===== src/rtl/parity_check_seq.sv =====
// parity_check_seq
// Sequential parity checker. A start request latches an N-bit word and its
// received parity bit, then folds the word into a running XOR one bit per
// clock. The result (1 = parity mismatch) is published with a one-cycle
// done_tick, and mismatches are tallied in a saturating, clearable counter.
//
// Timing with start sampled at edge 0:
//   edges 1..N  : fold data bits 0..N-1 into the accumulator
//   edge  N+1   : commit the accumulator to err, enter DONE (done_tick high)
//   edge  N+2   : return to IDLE (ready high), err_cnt updated

`timescale 1ns/1ps

module parity_check_seq #(
    parameter int N   = 8,   // data word width in bits (N >= 2)
    parameter int ODD = 0,   // 0: even parity, 1: odd parity
    parameter int CW  = 16   // error counter width in bits (CW >= 2)
) (
    input  logic          clk,
    input  logic          reset,
    input  logic          start,
    input  logic [N-1:0]  din,
    input  logic          pin,
    input  logic          clr_cnt,
    output logic          ready,
    output logic          done_tick,
    output logic          err,
    output logic [CW-1:0] err_cnt
);

    // Index must be able to hold N itself: it marks "all bits folded".
    localparam int IW = $clog2(N + 1);

    localparam logic [IW-1:0] LAST_IDX = IW'(N);
    localparam logic          ODD_BIT  = (ODD != 0);
    localparam logic [CW-1:0] CNT_MAX  = {CW{1'b1}};

    typedef enum logic [1:0] {
        IDLE  = 2'd0,
        CHECK = 2'd1,
        DONE  = 2'd2
    } state_t;

    state_t          state_q, state_d;
    logic [N-1:0]    shreg_q, shreg_d;
    logic            acc_q,   acc_d;
    logic [IW-1:0]   idx_q,   idx_d;
    logic            err_q,   err_d;
    logic [CW-1:0]   cnt_q,   cnt_d;

    // State and datapath registers; reset forces everything to its idle value.
    // NOTE: sequential state uses non-blocking (<=) so every register samples
    // the pre-edge values of the others, independent of statement order.
    always_ff @(posedge clk or posedge reset) begin
        if (reset) begin
            state_q <= IDLE;
            shreg_q <= '0;
            acc_q   <= 1'b0;
            idx_q   <= '0;
            err_q   <= 1'b0;
            cnt_q   <= '0;
        end else begin
            state_q <= state_d;
            shreg_q <= shreg_d;
            acc_q   <= acc_d;
            idx_q   <= idx_d;
            err_q   <= err_d;
            cnt_q   <= cnt_d;
        end
    end

    // Next-state and datapath update for the IDLE -> CHECK -> DONE sequence.
    // NOTE: every signal written here gets a default first, so no branch can
    // leave one unassigned and infer a latch.
    always_comb begin
        state_d = state_q;
        shreg_d = shreg_q;
        acc_d   = acc_q;
        idx_d   = idx_q;
        err_d   = err_q;

        unique case (state_q)
            IDLE: begin
                // start is only looked at here; CHECK/DONE ignore all inputs.
                if (start) begin
                    shreg_d = din;
                    acc_d   = pin ^ ODD_BIT;
                    idx_d   = '0;
                    state_d = CHECK;
                end
            end

            CHECK: begin
                if (idx_q == LAST_IDX) begin
                    // All N bits are folded in; acc now holds the verdict.
                    err_d   = acc_q;
                    state_d = DONE;
                end else begin
                    acc_d   = acc_q ^ shreg_q[0];
                    shreg_d = shreg_q >> 1;
                    idx_d   = idx_q + 1'b1;
                end
            end

            DONE: begin
                state_d = IDLE;
            end

            default: begin
                state_d = IDLE;
            end
        endcase
    end

    // Error counter: count mismatches during DONE, saturate, clear wins.
    always_comb begin
        cnt_d = cnt_q;
        if ((state_q == DONE) && err_q && (cnt_q != CNT_MAX)) begin
            cnt_d = cnt_q + 1'b1;
        end
        if (clr_cnt) begin
            cnt_d = '0;
        end
    end

    // Outputs are pure decodes of registered state, so they are glitch-free
    // and follow reset immediately.
    always_comb begin
        ready     = (state_q == IDLE);
        done_tick = (state_q == DONE);
        err       = err_q;
        err_cnt   = cnt_q;
    end

endmodule


===== config.mk =====
export PLATFORM = sky130hd
export DESIGN_NAME = parity_check_seq
export DESIGN_NICKNAME = d
export VERILOG_FILES = /design/src/rtl/parity_check_seq.sv
export SDC_FILE = /design/constraint.sdc
export NUM_CORES = 1
export LEC_CHECK = 0
export BUFFER_PORTS_ARGS = -buffer_cell sky130_fd_sc_hd__buf_2
export CAP_MARGIN = 40
export CORE_UTILIZATION = 50
export CTS_BUF_LIST = sky130_fd_sc_hd__clkbuf_4
export DETAILED_ROUTE_END_ITERATION = 7
export GPL_TIMING_DRIVEN = 0
export PLACE_DENSITY_LB_ADDON = 0.05
export SETUP_SLACK_MARGIN = 0.1
export SLEW_MARGIN = 20
export SYNTH_ARGS = -nofsm -noshare
export SYNTH_HDL_FRONTEND = slang
export SYNTH_SLANG_ARGS = --single-unit

===== constraint.sdc =====
create_clock -name clk -period 2.2 [get_ports clk]
set_clock_uncertainty 0.1 [all_clocks]
set_input_delay 0.44 -clock clk [delete_from_list [all_inputs] [get_ports clk]]
set_output_delay 0.44 -clock clk [all_outputs]
set_load 0.02 [all_outputs]

Word level (Yosys, flattened, before mapping)
Cells that the tools add are included. W data, S select, Z words.

Flip-flop bits (word level): 32. Input bits: 13. Word-level logic and storage cells: 38.

Equal/unequal tests: 7. Bitwise operators: 1. Multiplexer cells: 14. Reduce and logical (&&, ||, !) cells: 8. Add/sub/neg operators: 2.

Operators with widths (number): $mux W16 (2); $add A16 B1 Y16 const B (1); $mux W8 (2); $ne A16 B16 Y1 const B (1); $pmux W8 S2 (1); $mux W4 (2); $pmux W4 S2 (1); $ne A2 B2 Y1 const B (3); $add A4 B1 Y4 const B (1); $eq A4 B4 Y1 const B (1); $mux W2 (2); $pmux W2 S2 (1); $reduce_and A2 Y1 (2); $reduce_bool A2 Y1 (2); $reduce_and A3 Y1 (1); $eq A2 B1 Y1 const B (1); $eq A2 B2 Y1 const B (1); $logic_and A1 B1 Y1 (2); $logic_not A2 Y1 (1); $mux W1 (2); $pmux W1 S2 (1); $xor A1 B1 Y1 (1).

Depth between registers and ports, before layout
Word-level depth: 5. Gate-level depth with buffers: 7. Mapped depth without buffers: 6.

Worst setup path before layout
No wires, ideal clock.

Path type: reg2reg. From: register cnt_q[13] (netlist: err_cnt[13]). To: register cnt_q[15] (netlist: err_cnt[15]). Clock period less this slack: 1827 ps. Data arrival time: 1600 ps. Path slack: 373 ps. Setup time: 128 ps. Cell stages (with the launch flop): 5. Cell sequence: dfrtp_1 nand4_2 o311ai_4 nor4_1 mux2_1.

Word-level cells in the longest chain between the ends: 3. Elaborated cells between the ends (all ways): 6. Those cells by class: add/sub: 1; eq/ne: 1; mux: 2; reduce/logical: 2.

RTL lines: start: declaration (line 49) `logic [CW-1:0] cnt_q, cnt_d;`; start signal: assignment (line 68) `cnt_q <= cnt_d;`; $add A16 B1 Y16 / $ne A16 B16 Y1 (equally long branches) (line 119, 118); $mux W16 / $logic_and A1 B1 Y1 (equally long branches) (line 118) `if ((state_q == DONE) && err_q && (cnt_q != CNT_MAX)) begin`; $mux W16 / $reduce_bool A2 Y1 (equally long branches).

Parallel ways exist; a longest one is shown, timed or not. The select of a mux whose other input is x is not followed. A chain may end at the register's enable or synchronous reset.

Final worst setup path
From: register state_q[0]. To: register cnt_q[14] (netlist: err_cnt[14]).

Word-level cells in the longest chain between the ends: 4.

RTL lines: start: declaration (line 44) `state_t state_q, state_d;`; start signal: assignment (line 63) `state_q <= state_d;`; $eq A2 B2 Y1 (line 118); $logic_and A1 B1 Y1 (2 in a row) (line 118); $reduce_bool A2 Y1 (no source line).

Every way passes these cells.

==> reports/qor.yml <==
worst_ir_drop_vdd_v: 0.0006730
antenna_cells: 0
globalRouteOverflowTotal: 0
power.total_mw: 1.663
tritoncts: "done"
setup_total_negative_slack_ns: 0
fin_cells: 257
detailroute.via_count: 1435
drt_first_pass_iters: 4
clock_path_buffers: 2
synth.cell_area_sq_mm: 0.001730
netlist_top_cells_area: "sky130_fd_sc_hd__dfrtp_1, sky130_fd_sc_hd__a21oi_1, sky130_fd_sc_hd__mux2i_1"
syn_nets: 191
quantity_of_hold_fixing_buffers_added_after_cts: 0
fmax_ghz: 0.5193
grt_start_max_net_pins: 33
power-per-cell-area_mw_per_mm2: 834.2
cap_viol_max_count: 0
required_ns: 2.32
clock_insertion_delay_worst_skew_ns: 0.34
initial_core_util_pct: 54.45
number_of_setup_violations_in_the_final_report: 0
layout_min_cycle_time_ns: 1.926
drc: 0
reg2reg_depth: 5
critical_path_arrival_ns: 2.04
antenna_violating_nets_post_route: 0
rsz0062_at_grt: "no"
detail_route.vias_per_cell: 5.584
post-synth-top-area-cell: "sky130_fd_sc_hd__dfrtp_1"
finalHoldViolCount: 0
final_routed_wirelength_mm: 3.431
core-area_sq_mm: 0.003178
slew-limit-headroom_pct: 56.07
drive_gt1_share_pct: 23.47
grt_antenna_before_repair: 0
clk_pin_slew_worst_paths_ns: 0.10
synth_seq_area_share_pct: 46.28
critPathKind: "flop to flop"
synth.avg_cell_area_sq_um: 9.888
rows: 20
synthDistinctLibCells: 33
hp-class: "input pin to async pin"
leakagePower_nw: 0.9578
postSynthRegisterBits: 32
area_growth_pct: 15.18
io_buffers: 31
setup.worst_path.start_class: "flop"
number_of_placed_instances_with_taps_included: 250
cts_root_buffer: "sky130_fd_sc_hd__clkbuf_4"
cell_count_after_synthesis: 175
synth_warnings: 0
cts-buffers-inserted: 5
cts_resized: 0
io-pin-count: 32
rrSetupSlack_ns: 0.27
area_occupied_by_multi_input_gates_sq_um: 882.1
critical_path_maximum_fanout: 7
wl_per_cell_microns: 13.35
grt_pass1_wl_mm: 5.568
fillers: 299
critPathLaunch: "state_q[0]"
hold_slack_ns: 0.08567
run_status: "complete, no violations"
die-area_sq_mm: 0.003700
cp-end-kind: "flop"
track_usage_pct: 21.05
cts_max_level: 2
finalCoreUtilization_pct: 62.72
timing.final.crit_share_pct: 87.53
post-cts-setup-buffer-count: 0
die-height_microns: 60.83
regToRegStartpoint: "state_q[0]"
fp.dieW_microns: 60.83
crit_path_end: "err_cnt[14]"
finish.net_count: 229
ff_latch_area_sq_um: 800.8
max_slew.worst_pin.slew_ns: 0.6581
clock_sink_count: 32
initialDrtViolationCount: 94
first_global_vias: 1271
slew_violations: 0
crit-reg2reg-capture: "err_cnt[14]"
hpwlAfterDp_mm: 2.442
post-synth-top-area-fraction_pct: 46.28
routabilityCongestion: 0.7927
synthesized netlist by cell type, drive strengths merged:
cell	instances
nor2b	5
nor3b	1
dfrtp	32
nand2b	4
nor2	14
nand4	7
nand2	11
or4	5
and3b	1
o31ai	6
clkbuf	5
and4	2
mux2i	8
nor4	4
o21bai	1
mux2	4
o21ai	10
o311ai	1
buf	2
a21oi	21
nand3	7
or3	6
xor2	1
and4b	2
inv	5
a211o	1
ha	3
and2	3
nor3	3
placed cells by master (no fill, tap or decap), drive strengths merged:
master / instances
a211o: 1
nor2b: 5
xor2: 1
and4b: 2
nor3b: 1
ha: 3
and3b: 1
o31ai: 6
buf: 33
nand2b: 4
nor4: 4
a21oi: 21
nor3: 3
nand2: 11
mux2: 4
nand3: 7
or3: 6
nand4: 7
and2: 3
clkinv: 1
or4: 5
dfrtp: 32
o311ai: 1
mux2i: 8
o21bai: 1
o21ai: 10
clkbuf: 11
and4: 2
nor2: 14
inv: 5
layout make-up:
class	count	share of cell area [%]
buffer	7	1.569
clock buffer	6	2.260
clock inverter	1	0.2511
inverter	5	0.9416
multi-input combinational	131	44.26
sequential	32	40.18
tap	44	2.762
timing repair buffer	31	7.784
sequential cells by signal, summed over array words and instances (netlist names):
signal	count
err_cnt	16
shreg_q	8
idx_q	4
state_q	2
acc_q	1
err	1
cells by family after synthesis:
kind of cell / after synthesis / share of synthesized area (%)
compound gates: 40 / 14.03
xor+xnor: 1 / 0.5062
fa+ha+maj: 3 / 2.169
buf+inv: 12 / 2.748
flops: 32 / 46.28
mux: 12 / 7.231
simple gates: 75 / 27.04
worst min path at each step:
stage,startpoint,endpoint,slack [ns],cells after the start
floorplan,shreg_q[1],shreg_q[1],0.39,2
global placement,err,err,0.41,1
detailed placement,err,err,0.42,1
CTS,reset,err_cnt[7],0.11,2
global route,reset,shreg_q[7],0.13,2
finish,reset,err_cnt[15],0.09,2
power by group:
| group | internal, mW | switching [mW] |
|---|---|---|
| Combinational | 0.228 | 0.294 |
| Sequential | 0.724 | 0.0897 |
| Clock | 0.130 | 0.197 |
| Total | 1.08 | 0.581 |
critical path: stages, from the launching register on:
cell and delay (ns):
sky130_fd_sc_hd__dfrtp_1 0.43, sky130_fd_sc_hd__and3b_1 0.23, sky130_fd_sc_hd__buf_2 0.19, sky130_fd_sc_hd__nand2_1 0.17, sky130_fd_sc_hd__nor4_1 0.32, sky130_fd_sc_hd__mux2_2 0.37
per-stage QoR:
step / area (sq um) / worst slack, ns
after floorplan: 1730 / 0.3727
after detailed placement: 1941 / 0.2383
after global placement: 1941 / 0.2892
after CTS: 1991 / 0.2131
final: 1993 / 0.2743
after global routing: 1993 / 0.1124
per-layer routing:
layer  global-route usage (%)  vias to the layer above  share of wire, %
met4                    9.091                        0               1.7
met3                    6.823                        6               5.1
met1                    28.01                      670                50
met2                    31.55                       38                43
li1                         -                      721                 -
met5                        0                        -                 0
No activity file was read; power rests on OpenSTA's default activity.
